$ cat src/rtl/pc_sequencer_if.sv
`default_nettype none
// ============================================================================
// Module      : pc_sequencer_if
// Description : Bus between the control unit and the PC/timing sequencer.
// Revision    : 1.0 - initial release
// ============================================================================
interface pc_sequencer_if #(
  parameter int ADDR_W = 12
);
  logic [ADDR_W+3:0] IN_IR;
  logic [ADDR_W-1:0] IN_AR;
  logic              AC_MSB;
  logic              AC_ZERO;
  logic              E_BIT;
  logic              DR_ZERO;
  logic              FGI;
  logic              FGO;
  logic [ADDR_W-1:0] Q_PC;
  logic [7:0]        T;
  logic [7:0]        D;
  logic              R_FLAG;
  logic              IEN;
  logic              HALTED;
  logic              SKIP;

  modport master (
    output IN_IR, IN_AR, AC_MSB, AC_ZERO, E_BIT, DR_ZERO, FGI, FGO,
    input  Q_PC, T, D, R_FLAG, IEN, HALTED, SKIP
  );

  modport slave (
    input  IN_IR, IN_AR, AC_MSB, AC_ZERO, E_BIT, DR_ZERO, FGI, FGO,
    output Q_PC, T, D, R_FLAG, IEN, HALTED, SKIP
  );
endinterface
`default_nettype wire

$ cat src/rtl/pc_sequencer.sv
`default_nettype none
// ============================================================================
// Module      : pc_sequencer
// Description : Program counter, T0..T7 sequence counter, opcode decode and
//               interrupt flip-flops for the basic computer.
// Revision    : 1.0 - initial release
// ============================================================================
module pc_sequencer #(
  parameter int              ADDR_W    = 12,
  parameter logic [ADDR_W-1:0] RESET_VEC = '0,
  parameter logic [ADDR_W-1:0] INT_VEC   = '0
) (
  input  logic           CLK,
  input  logic           RST,
  pc_sequencer_if.slave  bus
);

  logic [2:0]        r_sc;
  logic [ADDR_W-1:0] r_pc;
  logic              r_r;
  logic              r_ien;
  logic              r_halted;
  logic              r_skip;

  logic              w_i;
  logic [2:0]        w_op;
  logic [7:0]        w_t;
  logic [7:0]        w_d;
  logic              w_r;
  logic              w_p;
  logic              w_fetch_inc;
  logic              w_ld;
  logic              w_skip;
  logic              w_clr_sc;
  logic              w_set_r;
  logic              w_r_done;
  logic [ADDR_W-1:0] w_pc_nxt;
  logic              w_unused_ir;

  assign w_i  = bus.IN_IR[ADDR_W+3];
  assign w_op = bus.IN_IR[ADDR_W+2:ADDR_W];
  assign w_t  = 8'b1 << r_sc;
  assign w_d  = 8'b1 << w_op;

  assign w_r = w_d[7] & ~w_i & w_t[3];
  assign w_p = w_d[7] &  w_i & w_t[3];

  // B fields not acted on by this unit
  assign w_unused_ir = ^{bus.IN_IR[ADDR_W-1:10], bus.IN_IR[5]};

  assign w_fetch_inc = ~r_r & w_t[1];
  assign w_ld        = ~r_r & ((w_d[4] & w_t[4]) | (w_d[5] & w_t[5]));
  assign w_r_done    = r_r & w_t[2];

  // Any number of true conditions still yields a single increment
  assign w_skip = ~r_r & ((w_d[6] & w_t[6] & bus.DR_ZERO)
                | (w_r & ((bus.IN_IR[4] & ~bus.AC_MSB) | (bus.IN_IR[3] & bus.AC_MSB)
                        | (bus.IN_IR[2] & bus.AC_ZERO) | (bus.IN_IR[1] & ~bus.E_BIT)))
                | (w_p & ((bus.IN_IR[9] & bus.FGI) | (bus.IN_IR[8] & bus.FGO))));

  assign w_clr_sc = w_r_done
                  | (~r_r & ((w_t[5] & (w_d[0] | w_d[1] | w_d[2] | w_d[5]))
                           | (w_t[4] & (w_d[3] | w_d[4]))
                           | (w_t[6] & w_d[6])
                           | w_r | w_p));

  // Uses the pre-edge IEN, so an ION in this T3 cannot set R yet
  assign w_set_r = ~r_r & (r_sc >= 3'd3) & r_ien & (bus.FGI | bus.FGO);

  always_comb begin
    w_pc_nxt = r_pc;
    if (r_r & w_t[1])
      w_pc_nxt = INT_VEC;
    else if (w_r_done)
      w_pc_nxt = r_pc + ADDR_W'(1);
    else if (w_ld)
      w_pc_nxt = bus.IN_AR;
    else if (w_fetch_inc | w_skip)
      w_pc_nxt = r_pc + ADDR_W'(1);
  end

  always_ff @(posedge CLK) begin
    if (RST) begin
      r_sc     <= 3'd0;
      r_pc     <= RESET_VEC;
      r_r      <= 1'b0;
      r_ien    <= 1'b0;
      r_halted <= 1'b0;
      r_skip   <= 1'b0;
    end else if (!r_halted) begin
      r_sc     <= w_clr_sc ? 3'd0 : r_sc + 3'd1;
      r_pc     <= w_pc_nxt;
      r_halted <= w_r & bus.IN_IR[0];
      r_skip   <= w_skip;
      if (w_r_done)
        r_r <= 1'b0;
      else if (w_set_r)
        r_r <= 1'b1;
      // IOF wins when ION and IOF are issued together
      if (w_r_done || (w_p && bus.IN_IR[6]))
        r_ien <= 1'b0;
      else if (w_p && bus.IN_IR[7])
        r_ien <= 1'b1;
    end else begin
      r_skip <= 1'b0;
    end
  end

  assign bus.Q_PC   = r_pc;
  assign bus.T      = w_t;
  assign bus.D      = w_d;
  assign bus.R_FLAG = r_r;
  assign bus.IEN    = r_ien;
  assign bus.HALTED = r_halted;
  assign bus.SKIP   = r_skip;

endmodule
`default_nettype wire

$ cat src/flat_wrapper.sv
// flat-port wrapper written by rule: the top's interface ports become plain ports
module pc_sequencer_flat 
#(
  parameter int              ADDR_W    = 12,
  parameter logic [ADDR_W-1:0] RESET_VEC = '0,
  parameter logic [ADDR_W-1:0] INT_VEC   = '0
)
  (CLK, RST, bus_IN_IR, bus_IN_AR, bus_AC_MSB, bus_AC_ZERO, bus_E_BIT, bus_DR_ZERO, bus_FGI, bus_FGO, bus_Q_PC, bus_T, bus_D, bus_R_FLAG, bus_IEN, bus_HALTED, bus_SKIP);
  pc_sequencer_if #(.ADDR_W(ADDR_W)) bus_i ();
  input  logic CLK;
  input  logic RST;
  input wire logic [$bits(bus_i.IN_IR)-1:0] bus_IN_IR;
  input wire logic [$bits(bus_i.IN_AR)-1:0] bus_IN_AR;
  input wire logic [$bits(bus_i.AC_MSB)-1:0] bus_AC_MSB;
  input wire logic [$bits(bus_i.AC_ZERO)-1:0] bus_AC_ZERO;
  input wire logic [$bits(bus_i.E_BIT)-1:0] bus_E_BIT;
  input wire logic [$bits(bus_i.DR_ZERO)-1:0] bus_DR_ZERO;
  input wire logic [$bits(bus_i.FGI)-1:0] bus_FGI;
  input wire logic [$bits(bus_i.FGO)-1:0] bus_FGO;
  output wire logic [$bits(bus_i.Q_PC)-1:0] bus_Q_PC;
  output wire logic [$bits(bus_i.T)-1:0] bus_T;
  output wire logic [$bits(bus_i.D)-1:0] bus_D;
  output wire logic [$bits(bus_i.R_FLAG)-1:0] bus_R_FLAG;
  output wire logic [$bits(bus_i.IEN)-1:0] bus_IEN;
  output wire logic [$bits(bus_i.HALTED)-1:0] bus_HALTED;
  output wire logic [$bits(bus_i.SKIP)-1:0] bus_SKIP;
  assign bus_i.IN_IR = bus_IN_IR;
  assign bus_i.IN_AR = bus_IN_AR;
  assign bus_i.AC_MSB = bus_AC_MSB;
  assign bus_i.AC_ZERO = bus_AC_ZERO;
  assign bus_i.E_BIT = bus_E_BIT;
  assign bus_i.DR_ZERO = bus_DR_ZERO;
  assign bus_i.FGI = bus_FGI;
  assign bus_i.FGO = bus_FGO;
  assign bus_Q_PC = bus_i.Q_PC;
  assign bus_T = bus_i.T;
  assign bus_D = bus_i.D;
  assign bus_R_FLAG = bus_i.R_FLAG;
  assign bus_IEN = bus_i.IEN;
  assign bus_HALTED = bus_i.HALTED;
  assign bus_SKIP = bus_i.SKIP;
  pc_sequencer #(.ADDR_W(ADDR_W), .RESET_VEC(RESET_VEC), .INT_VEC(INT_VEC)) u_core (.CLK(CLK), .RST(RST), .bus(bus_i));
endmodule
$ cat config.mk
export PLATFORM = sky130hd
export DESIGN_NAME = pc_sequencer_flat
export DESIGN_NICKNAME = d
export VERILOG_FILES = /design/src/rtl/pc_sequencer_if.sv /design/src/rtl/pc_sequencer.sv /design/src/flat_wrapper.sv
export SDC_FILE = /design/constraint.sdc
export NUM_CORES = 1
export LEC_CHECK = 0
export CORE_ASPECT_RATIO = 0.7
export CORE_MARGIN = 2
export CORE_UTILIZATION = 45
export DETAILED_ROUTE_END_ITERATION = 12
export PLACE_DENSITY = 0.83
export SYNTH_ARGS = -nofsm -noshare
export SYNTH_HDL_FRONTEND = slang
export SYNTH_SLANG_ARGS = --single-unit
$ cat constraint.sdc
create_clock -name CLK -period 4.03 [get_ports CLK]
set_input_delay 1.0075 -clock CLK [delete_from_list [all_inputs] [get_ports CLK]]
set_output_delay 1.0075 -clock CLK [all_outputs]
set_load 0.01 [all_outputs]
==> metrics <==
Rel. slew slack roughly 53%; number of sinks driven by the clock tree 19; WL/cell 15.2 um; RSZ-0062 raised after global routing false; worst slew pin tran around 700 ps; wirelength, routed 4.27 mm; cts repair resizes 0; number of DRC markers after the initial detailed-route iteration about 170; Crit-path slowest cell sky130_fd_sc_hd__clkdlybuf4s50_1; critical path capture point type output port; instance count of the mapped netlist about 180; clk_skew around 5.9 ps; fraction of final layout cells with drive strength greater than 1 under 10%; Core Util, Final between 60 and 70%; worst-skew pair later-pin latency between 200 and 300 ps; post-layout worst setup margin approximately 500 ps; upper clock frequency limit between 0.2 and 0.3 GHz; Clock Tree Buf Depth 2; # DRC 0; critical path fanouts, max 12; Vias per Instance approximately 5.8; most frequent cell on the critical path sky130_fd_sc_hd__clkdlybuf4s50_1; fin. max-slew vios 0; via count of the first global-routing pass about 1400; Filler Cell Count roughly 270; CP top delay family buffers and inverters; area leader, netlist sky130_fd_sc_hd__dfxtp_1; Net Count, Synth ~230; LEAKAGE between 0.7 and 0.8 nW; largest net degree at the start of global routing 21; commonest cells after routing, fill and taps aside sky130_fd_sc_hd__clkdlybuf4s50_1 (64), sky130_fd_sc_hd__dfxtp_1 (19), sky130_fd_sc_hd__nor2_1 (16), sky130_fd_sc_hd__nand2_1 (10), sky130_fd_sc_hd__o21ai_0 (9); die area ~0.0038 mm^2; cell area after layout 0.00219 mm^2; Port Buffer Count 64; EDFF count, synth 0; outcome finished, final reports clean; Synth top area share between 20% and 30%; critical-path cell list clkdlybuf4s50_1, nor3b_1, clkdlybuf4s50_1; total power per unit cell area about 240 mW/mm^2; delay contributed by the slowest stage of the critical path between 600 and 700 ps; final setup vio count 0; number of clock buffers inserted by TritonCTS 3; Layout Nets around 290; flops & latches, synth 19; Worst VDD drop a little over 200 uV; Arrival @ worst endpoint 2530 ps; area delta synth->final 47.2%; hold bufs inserted after CTS 0; max cap viols 0; worst path buffer plus inverter count 2; post-CTS repair timing setup buffer count 0; count of vias placed by the detailed router roughly 1600; Final Critical Period ~3500 ps; width of the chip approximately 73 um; category of the most critical setup path primary input to output port; count of different cell masters after synthesis 56; sum of negative setup slack 0 ps; type of element launching the critical path primary input; placed inst area 0.00214 mm^2; cell area after synthesis 0.00149 mm^2; # diodes 0; share of flip-flops with an asynchronous set or reset after synthesis 0%; Hold Violations, Final 0; site row count 17; number of antenna violations at the first check in global routing 0; global-route congestion overflow total 0; global placement routability congestion approximately 0.80; portion of the post-synthesis area used by sequential elements about 26%; path class of the lowest-slack min-delay path flop to flop; drt first pass iters 4; global-route wire length before repair 6.74 mm; minimum setup slack after placement between 400 and 500 ps; most common cell after layout, fill and taps aside sky130_fd_sc_hd__clkdlybuf4s50_1; Critical Path RT slightly above 3000 ps; placed wire-length estimate approximately 3.2 mm; remaining antenna violation count 0; period utilisation layout ~90%; effective utilization at floorplan about 47%; I/O pins ~70; top_reg_cell synth sky130_fd_sc_hd__dfxtp_1; vertical die dimension 52.1 um; level count of the clock H-tree 1; master cell of the clock root buffer sky130_fd_sc_hd__clkbuf_8; Reg clk slew, reported paths 70 ps; TritonCTS clock tree built; core area approximately 0.0031 mm^2; cell types occupying the most area after synthesis sky130_fd_sc_hd__dfxtp_1 (26%), sky130_fd_sc_hd__ha_1 (5.9%), sky130_fd_sc_hd__nor2_1 (4.0%), sky130_fd_sc_hd__a211oi_1 (3.5%), sky130_fd_sc_hd__o21ai_0 (3.0%); final hold slack roughly 530 ps; global-route total usage across every layer between 20% and 30%; syn avg cell area approximately 8.1 um^2; Synth warnings 0
[tightest hold or removal path, stage by stage (launching register included)]
cell	delay, ps
sky130_fd_sc_hd__dfxtp_1	350
sky130_fd_sc_hd__nand2_1	70
sky130_fd_sc_hd__o41ai_1	60
[cells in the mapped netlist (3+ instances only)]
| cell | n |
|---|---|
| sky130_fd_sc_hd__buf_2 | 3 |
| sky130_fd_sc_hd__nand4_1 | 4 |
| sky130_fd_sc_hd__clkbuf_1 | 6 |
| sky130_fd_sc_hd__a211oi_1 | 7 |
| sky130_fd_sc_hd__nand3_1 | 6 |
| sky130_fd_sc_hd__inv_1 | 6 |
| sky130_fd_sc_hd__and2_1 | 4 |
| sky130_fd_sc_hd__nor3b_1 | 5 |
| sky130_fd_sc_hd__nor2_1 | 16 |
| sky130_fd_sc_hd__dfxtp_1 | 19 |
| sky130_fd_sc_hd__xnor2_1 | 4 |
| sky130_fd_sc_hd__ha_1 | 7 |
| sky130_fd_sc_hd__nand2_1 | 10 |
| sky130_fd_sc_hd__and3_1 | 3 |
| sky130_fd_sc_hd__nor2b_1 | 3 |
| sky130_fd_sc_hd__mux2i_1 | 4 |
| sky130_fd_sc_hd__nand4b_1 | 3 |
| sky130_fd_sc_hd__a21oi_1 | 5 |
| sky130_fd_sc_hd__o21ai_0 | 9 |
| sky130_fd_sc_hd__a211o_1 | 3 |
| sky130_fd_sc_hd__nor3_1 | 7 |
[routing by layer]
layer / vias to the layer above / share of wire [%] / track usage (%)
met3: 5 / 6.9 / 6.20
li1: 805 / - / -
met1: 767 / 52 / 34.3
met2: 57 / 40 / 32.4
met5: - / 0 / 0
met4: 0 / 1.0 / 6.48
[final cells by class]
type | instances | area (um^2) | share of cell area [%]
Clock buffer | 3 | 41.3 | 1.89
Clock inverter | 1 | 5.00 | 0.229
Inverter | 8 | 30.0 | 1.37
Multi-Input combinational cell | 146 | 1030 | 46.9
Sequential cell | 19 | 380 | 17.4
Tap cell | 38 | 47.5 | 2.18
Timing Repair Buffer | 66 | 656 | 30.0
[cells by family after synthesis]
family	count (synthesis)	share of synthesized area (%)
simple gates	79	30.5
compound gates	49	25.7
flops	19	25.6
buf+inv	18	5.31
fa+ha+maj	7	5.90
xor+xnor	6	3.54
mux	5	3.45
[state kept, by name (all words and copies together), names as in the netlist]
signal / cells
u_core.bus.HALTED: 1
u_core.bus.IEN: 1
u_core.bus.Q_PC: 12
u_core.bus.R_FLAG: 1
u_core.bus.SKIP: 1
u_core.r_sc: 3
[worst paths after layout]
path / startpoint / endpoint / slack, ps / cells after the start
setup reg to reg: u_core.r_sc[0] / u_core.bus.Q_PC[11] / 1660 / 7
hold / removal: u_core.r_sc[1] / u_core.r_sc[1] / 530 / 2
setup / recovery: bus_IN_IR[14] / bus_D[4] / 500 / 3
hold reg to reg: u_core.r_sc[1] / u_core.r_sc[1] / 530 / 2
[where the power goes]
part	internal [mW]	total [mW]	switching [mW]
clock network	0.0691	0.141	0.0715
logic	0.0900	0.162	0.0721
registers	0.198	0.213	0.0155
total	0.357	0.516	0.159
[per-stage QoR]
step / power (mW) / instances
3_5_place_dp: 0.378 / 277
6_report: 0.516 / 281
4_1_cts: 0.513 / 281
5_1_grt: 0.544 / 281
3_3_place_gp: 0.376 / 277
2_1_floorplan: 0.295 / 183
Power figures use the tool's default switching activity.
